$ cat config.mk
export PLATFORM = sky130hd
export DESIGN_NAME = adder_share_arb
export DESIGN_NICKNAME = d
export VERILOG_FILES = /design/src/rtl/adder_share_arb.sv
export SDC_FILE = /design/constraint.sdc
export NUM_CORES = 1
export LEC_CHECK = 0
export BUFFER_PORTS_ARGS = -buffer_cell sky130_fd_sc_hd__buf_2
export CAP_MARGIN = 20
export CORE_MARGIN = 3
export CORE_UTILIZATION = 43
export DETAILED_ROUTE_END_ITERATION = 10
export GPL_ROUTABILITY_DRIVEN = 0
export PLACE_DENSITY = 0.82
export SLEW_MARGIN = 20
export SYNTH_ARGS = -nofsm -noshare
export SYNTH_HDL_FRONTEND = slang
export SYNTH_SLANG_ARGS = --single-unit
$ cat constraint.sdc
create_clock -name clk -period 2.49 [get_ports clk]
set_clock_uncertainty 0.1 [all_clocks]
set_input_delay 0.1245 -clock clk [delete_from_list [all_inputs] [get_ports clk]]
set_output_delay 0.1245 -clock clk [all_outputs]
set_load 0.005 [all_outputs]
$ cat src/rtl/adder_share_arb.sv
// Round-robin time-sharing controller for one registered adder shared by NUM_REQ requesters.
// Optional ADDER_ARB_STATS_EN adds a saturating 16-bit accept counter on grant_cnt_o.
//
// state  | meaning
// S_IDLE | searching for a valid requester from rr_ptr; req_ready asserted combinationally
// S_WAIT | operands held on add_a/add_b while the shared adder result settles
// S_RESP | one-cycle rsp_valid strobe to the granted requester
module adder_share_arb #(
   parameter int NUM_REQ = 4,
   parameter int DATA_W  = 8,
   parameter int ADD_LAT = 1
) (
   input  logic                      clk,
   input  logic                      rst,
   input  logic [NUM_REQ-1:0]        req_valid_i,
   output logic [NUM_REQ-1:0]        req_ready_o,
   input  logic [NUM_REQ*DATA_W-1:0] req_a_i,
   input  logic [NUM_REQ*DATA_W-1:0] req_b_i,
   output logic [NUM_REQ-1:0]        rsp_valid_o,
   output logic [DATA_W:0]           rsp_sum_o,
   output logic [DATA_W-1:0]         add_a_o,
   output logic [DATA_W-1:0]         add_b_o,
   input  logic [DATA_W:0]           add_sum_i
`ifdef ADDER_ARB_STATS_EN
   ,output logic [15:0]              grant_cnt_o
`endif
);

   localparam int PTR_W = $clog2(NUM_REQ);
   localparam int CNT_W = (ADD_LAT < 2) ? 1 : $clog2(ADD_LAT + 1);

   typedef enum logic [1:0] {S_IDLE, S_WAIT, S_RESP} state_t;

   state_t               state_q, state_d;
   logic [PTR_W-1:0]     rr_ptr_q, rr_ptr_d;
   logic [PTR_W-1:0]     gnt_q, gnt_d;
   logic [DATA_W-1:0]    add_a_q, add_a_d;
   logic [DATA_W-1:0]    add_b_q, add_b_d;
   logic [CNT_W-1:0]     cnt_q, cnt_d;
   logic [NUM_REQ-1:0]   rsp_valid_q, rsp_valid_d;
   logic [DATA_W:0]      rsp_sum_q, rsp_sum_d;

   logic                 found;
   logic [PTR_W-1:0]     gnt;
   logic                 accept;

   // Wrap-around priority search starting at the round-robin pointer
   always_comb begin
      found = 1'b0;
      gnt   = '0;
      for (int k = 0; k < NUM_REQ; k++) begin
         if (!found && req_valid_i[(int'(rr_ptr_q) + k) % NUM_REQ]) begin
            found = 1'b1;
            gnt   = PTR_W'((int'(rr_ptr_q) + k) % NUM_REQ);
         end
      end
   end

   assign accept      = (state_q == S_IDLE) && found;
   assign req_ready_o = accept ? (NUM_REQ'(1) << gnt) : '0;

   always_comb begin
      state_d     = state_q;
      rr_ptr_d    = rr_ptr_q;
      gnt_d       = gnt_q;
      add_a_d     = add_a_q;
      add_b_d     = add_b_q;
      cnt_d       = cnt_q;
      rsp_valid_d = '0;
      rsp_sum_d   = rsp_sum_q;
      case (state_q)
         S_IDLE: begin
            if (accept) begin
               add_a_d  = req_a_i[int'(gnt)*DATA_W +: DATA_W];
               add_b_d  = req_b_i[int'(gnt)*DATA_W +: DATA_W];
               gnt_d    = gnt;
               rr_ptr_d = (int'(gnt) == NUM_REQ - 1) ? '0 : gnt + 1'b1;
               cnt_d    = CNT_W'(ADD_LAT);
               state_d  = S_WAIT;
            end
         end
         S_WAIT: begin
            // ADD_LAT+1 cycles in WAIT: counter runs ADD_LAT down to 0
            if (cnt_q == '0) begin
               rsp_sum_d   = add_sum_i;
               rsp_valid_d = NUM_REQ'(1) << gnt_q;
               state_d     = S_RESP;
            end else begin
               cnt_d = cnt_q - 1'b1;
            end
         end
         S_RESP:  state_d = S_IDLE;
         default: state_d = S_IDLE;
      endcase
   end

   always_ff @(posedge clk or posedge rst) begin
      if (rst) begin
         state_q     <= S_IDLE;
         rr_ptr_q    <= '0;
         gnt_q       <= '0;
         add_a_q     <= '0;
         add_b_q     <= '0;
         cnt_q       <= '0;
         rsp_valid_q <= '0;
         rsp_sum_q   <= '0;
      end else begin
         state_q     <= state_d;
         rr_ptr_q    <= rr_ptr_d;
         gnt_q       <= gnt_d;
         add_a_q     <= add_a_d;
         add_b_q     <= add_b_d;
         cnt_q       <= cnt_d;
         rsp_valid_q <= rsp_valid_d;
         rsp_sum_q   <= rsp_sum_d;
      end
   end

   assign add_a_o     = add_a_q;
   assign add_b_o     = add_b_q;
   assign rsp_valid_o = rsp_valid_q;
   assign rsp_sum_o   = rsp_sum_q;

`ifdef ADDER_ARB_STATS_EN
   logic [15:0] grant_cnt_q;

   always_ff @(posedge clk or posedge rst) begin
      if (rst) begin
         grant_cnt_q <= '0;
      end else if (accept && grant_cnt_q != 16'hFFFF) begin
         grant_cnt_q <= grant_cnt_q + 16'd1;
      end
   end

   assign grant_cnt_o = grant_cnt_q;
`else
   // Without statistics, accept only steers the FSM.
`endif

endmodule

Word-level counts from Yosys, hierarchy flattened
Cells that the tools add are included.

Register bits: 36. Bits in latches: 0. RAM bits: 0. Bits in read-only memories: 0. Output and inout port bits: 33. Memories kept: 0.

Add/sub/neg operators: 5. Multiply operators: 0. Div/mod/pow operators: 0. $lt $le $gt $ge: 4. Equality and inequality tests: 4. Shift-type cells: 4. Multiplexer cells: 29. Bitwise logic cells: 4. Reduce and logical (&&, ||, !) cells: 16.

Operator list (count): $shiftx A32 B6 Y8 (2); $mux W2 (7); $mux W1 (13); $lt A3 B4 Y1 const B (3); $mux W4 (3); $bmux W1 S2 (4); $reduce_and A2 Y1 (4); $shl A1 B2 Y4 const A (2); $reduce_or A2 Y1 (3); $add A2 B1 Y2 const B (2); $add A2 B2 Y2 const B (2); $eq A2 B1 Y1 const B (2); $logic_and A1 B1 Y1 (4); $ne A2 B2 Y1 const B (2); $pmux W2 S2 (1); $and A1 B1 Y1 const A (3); $logic_not A1 Y1 (3); $lt A2 B3 Y1 const B (1); $logic_not A2 Y1 (1); $pmux W1 S2 (1); $reduce_bool A2 Y1 (1); $not A1 Y1 (1); $sub A1 B1 Y1 const B (1).

Depth between registers and ports, before layout
Depth in word-level cells: 17. Depth in mapped cells: 8. Mapped depth without buffers: 5.

Least setup slack after synthesis
OpenSTA, ideal clock, no wires.

Kind: reg-to-reg. Start: register state_q[1]. End: register add_a_q[7], in the netlist add_a_o[7]. Setup time: 0.086 ns. Arrival: 1.669 ns. Required time: 2.304 ns. Setup slack: 0.636 ns. Stages on the path, launching flop included: 7. Period minus slack after synthesis: 1.854 ns. Path through: dfrtp_1 -> or3_1 -> buf_2 -> or3_1 -> buf_6 -> buf_6 -> o221ai_2.

Cells in the longest elaborated chain, start to end: 3.

RTL lines: from (decl) (line 34) `state_t state_q, state_d;`; from (signal assigned) (line 108) `state_q <= state_d;`; $logic_not A2 Y1 * (line 59, 71); $logic_and A1 B1 Y1 (line 59) `assign accept = (state_q == S_IDLE) && found;`; $reduce_and A2 Y1 (no line) *; to (signal assigned) (line 102) `add_a_q <= '0;`; to (signal assigned) (line 111) `add_a_q <= add_a_d;`; to (decl) (line 37) `logic [DATA_W-1:0] add_a_q, add_a_d;`.

Mark *: on every way between the ends. The rest lies on a longest branch, timed or not. A chain may end at the register's enable or synchronous reset.

Final worst setup path
Start: register state_q[1]. End: output req_ready_o[0].

Cells in the longest elaborated chain, start to end: 3.

RTL lines: $logic_not A2 Y1 (line 59); $logic_and A1 B1 Y1 (line 59); $mux W4 (line 60) `assign req_ready_o = accept ? (NUM_REQ'(1) << gnt) : '0;`; to (decl) (line 16) `output logic [NUM_REQ-1:0] req_ready_o,`.

Every way passes these cells.

==> impl_metrics.csv <==
group,metric,value,unit
run_status,outcome,"finished, final reports clean",
route,detail-route-antenna-nets,0,
clock_network,cts_buffer_depth,2,
finish,antennaDiodeCount,0,
setup_path,crit_required,2.27,ns
timing,slew_headroom,0.448,
finish,final_cells,359,
clock_network,clk_latency,0.29,ns
synth,async_reset_ff_frac,1.00,
setup_path,critPathArrivalTime,2.03,ns
setup_path,cp_cell_sequence,"or3_1 -> a21oi_2 -> buf_2",
route,wl_per_cell,15.1,µm
route,drcViolationCount,0,
clock_network,clock-sinks,36,
power,peakVddDrop,549,µV
placement,placedCellCount,325,
clock_network,post_cts_buffers,0,
finish,final_layout_size_suffix_gt1_frac,0.482,
timing,min_period_over_period,0.905,
synth,synth-xor-area-share,0,
route,via_count,1844,
global_routing,grt_use_total,0.227,
clock_network,cts_root_buf,"clkbuf_8",
global_routing,grt_overflow,0,
route,first_iter_violations,72,
power,p_leak,1.51,nW
timing,setup-violations-final,0,
die,coreArea,4060,µm²
synth,yosys.area_share.adder,0.00678,
setup_path,path_buf_inv,1,
timing,period_minus_slack,2.25,ns
synth,syn_inst,166,
min_path,hold_path_class,"primary input to register",
synth,synth_top_family_by_area,"compound AO/OA/AOI/OAI gates",
synth,synth.distinct_cells,29,
timing,drv_slew,0,
setup_path,critPathKind,"register to output port",
route,drt_pass1_iterations,4,
finish,mostFrequentLayoutCell,"buf_2",
global_routing,grt_max_degree,23,
synth,synth_compound_area_frac,0.203,
setup_path,crit_path_max_incr_delay,0.64,ns
clock_network,h-tree-depth,2,
setup_path,crit_path_start_kind,"register",
die,io_pins,112,
synth,synth_edf_count,0,
synth,synth_area_leaders,"dfrtp_1 49%, mux2i_1 8.7%, o221ai_2 7.3%, a22oi_1 6.5%, mux2_2 5.5%",
setup_path,cp_max_fo,17,
die,fp-row-count,23,
die,die_h,71.5,µm
global_routing,antenna_found_initial,0,
timing,fmax,0.444,GHz
timing,grt_setup_unrepaired,"false",
synth,yosysTopAreaCellShare,0.488,
clock_network,clk_pin_slew,0.07,ns
run,max_cap_violations,0,
synth,yosys.area.top_type,"dfrtp_1",
synth,ys_ff_latch,36,
synth,synth_warnings,0,
finish,syn_to_final_growth,53.8,%
die,dieArea,5110,µm²
finish,n_fill_cell,291,
timing,tns,0,ns
synth,synthMuxAreaShare,0.142,
synth,synth_nets,246,
route,avgViaCountPerCell,5.14,
synth,yosys.area_share.simple,0.0908,
synth,syn_avg_cell_area,11.1,µm²
global_routing,grt_pass1_wl,9060,µm
timing,hold_violations,0,
power,p_per_area,1040,nW/µm²
finish,nNetsFinal,388,
setup_path,critical_path.endpoint_type,"output port",
synth,ys_seq_area_frac,0.488,
setup_path,cpMaxStageDelayCell,"a21oi_2",
die,initial_core_util,0.455,
timing,worst_slew_pin_slew,0.829,ns
route,wl,5430,µm
placement,hpwl,3830,µm
clock_network,cts_tree,"done",
die,die_x,71.5,µm
global_routing,grt_pass1_vias,1963,
finish,layout_common_cells,"111 x buf_2, 36 x dfrtp_1, 26 x dlygate4sd3_1",
clock_network,numCtsBuffers,5,
setup_path,cp_top_family,"compound AO/OA/AOI/OAI gates",
synth,ys.flop_type,"dfrtp_1",
synth,synth.cell_area,1850,µm²
placement,port_buffers,111,
cells by family after synthesis:
group | after synthesis
AND/OR/NAND/NOR | 34
multiplexers | 25
adder cells (fa/ha/maj) | 1
buffers and inverters | 29
flip-flops | 36
AO/OA/AOI/OAI | 41
synth_stat cells (2+ instances only):
master and n:
clkbuf_1 4, mux2i_1 16, nand2_1 7, nor2b_1 4, mux2_2 9, or3_1 3
buf_2 4, nor3_1 4, a22oi_1 16, nor4_1 2, dfrtp_1 36, buf_6 2
o221ai_2 9, and2_1 2, o221ai_1 7, a21oi_1 3, nor2_1 9, inv_1 18
state kept, by name (all words and copies together), names as in the netlist:
| name | cells |
|---|---|
| state_q | 2 |
| rr_ptr_q | 2 |
| rsp_valid_o | 4 |
| gnt_q | 2 |
| add_a_o | 8 |
| add_b_o | 8 |
| rsp_sum_o | 9 |
| cnt_q | 1 |
path summary, 6_finish.rpt:
path / from / to / slack, ns / cells past startpoint
hold / removal: req_b_i[12] / add_b_o[4] / 0.03 / 3
max in group asynchronous: rst / rr_ptr_q[1] / 1.25 / 4
setup reg to reg: state_q[1] / add_a_o[4] / 0.51 / 4
hold reg to reg: cnt_q / rsp_valid_o[0] / 0.40 / 1
min in group asynchronous: rst / add_b_o[7] / 0.36 / 3
setup / recovery: state_q[1] / req_ready_o[0] / 0.24 / 3
per-layer routing:
layer / track usage / vias up / routed length [µm]
li1: - / 887 / -
met4: 0.100 / 0 / 131
met2: 0.408 / 67 / 2920
met3: 0.0421 / 13 / 300
met1: 0.262 / 877 / 2080
met5: 0 / - / 0
report_power, final:
part | total (mW) | leakage, nW | internal (mW) | switching (mW)
Combinational | 1.49 | 1.01 | 0.770 | 0.719
Sequential | 1.03 | 0.443 | 0.865 | 0.169
Clock | 0.420 | 0.0510 | 0.220 | 0.200
Total | 2.94 | 1.51 | 1.86 | 1.09
metrics by stage:
step                      setup slack, ns  hold slack (ns)   util  total power [mW]  instance area [µm²]
after floorplan                     0.636            0.170      -              1.96                 1850
after global placement              0.536           0.0907  0.612              2.45                 2480
after detailed placement            0.519            0.107  0.612              2.50                 2480
after CTS                           0.228           0.0233  0.699              2.96                 2840
after global routing                0.106           0.0360  0.699              3.17                 2840
final                               0.236           0.0301  0.699              2.94                 2840
tightest hold or removal path, cell delays in order:
cell      delay, ns
buf_2          0.10
inv_1          0.06
o221ai_2       0.09
area by class of cell:
cell class                 instances  area (µm²)  area share
sequential                        36         901       0.317
timing repair buffer             145         888       0.313
multi-input combinational        101         822       0.290
clock buffer                       6        82.6      0.0291
inverter                          19        71.3      0.0251
tap                               50        62.6      0.0220
clock inverter                     2        10.0     0.00353
timing repair:
item | CTS | global route
gates resized for setup | 0 | 0
hold buffers | 26 | 0
hold endpoints to repair | 39 | 0
Note: power is estimated with default switching activity, not from simulation.
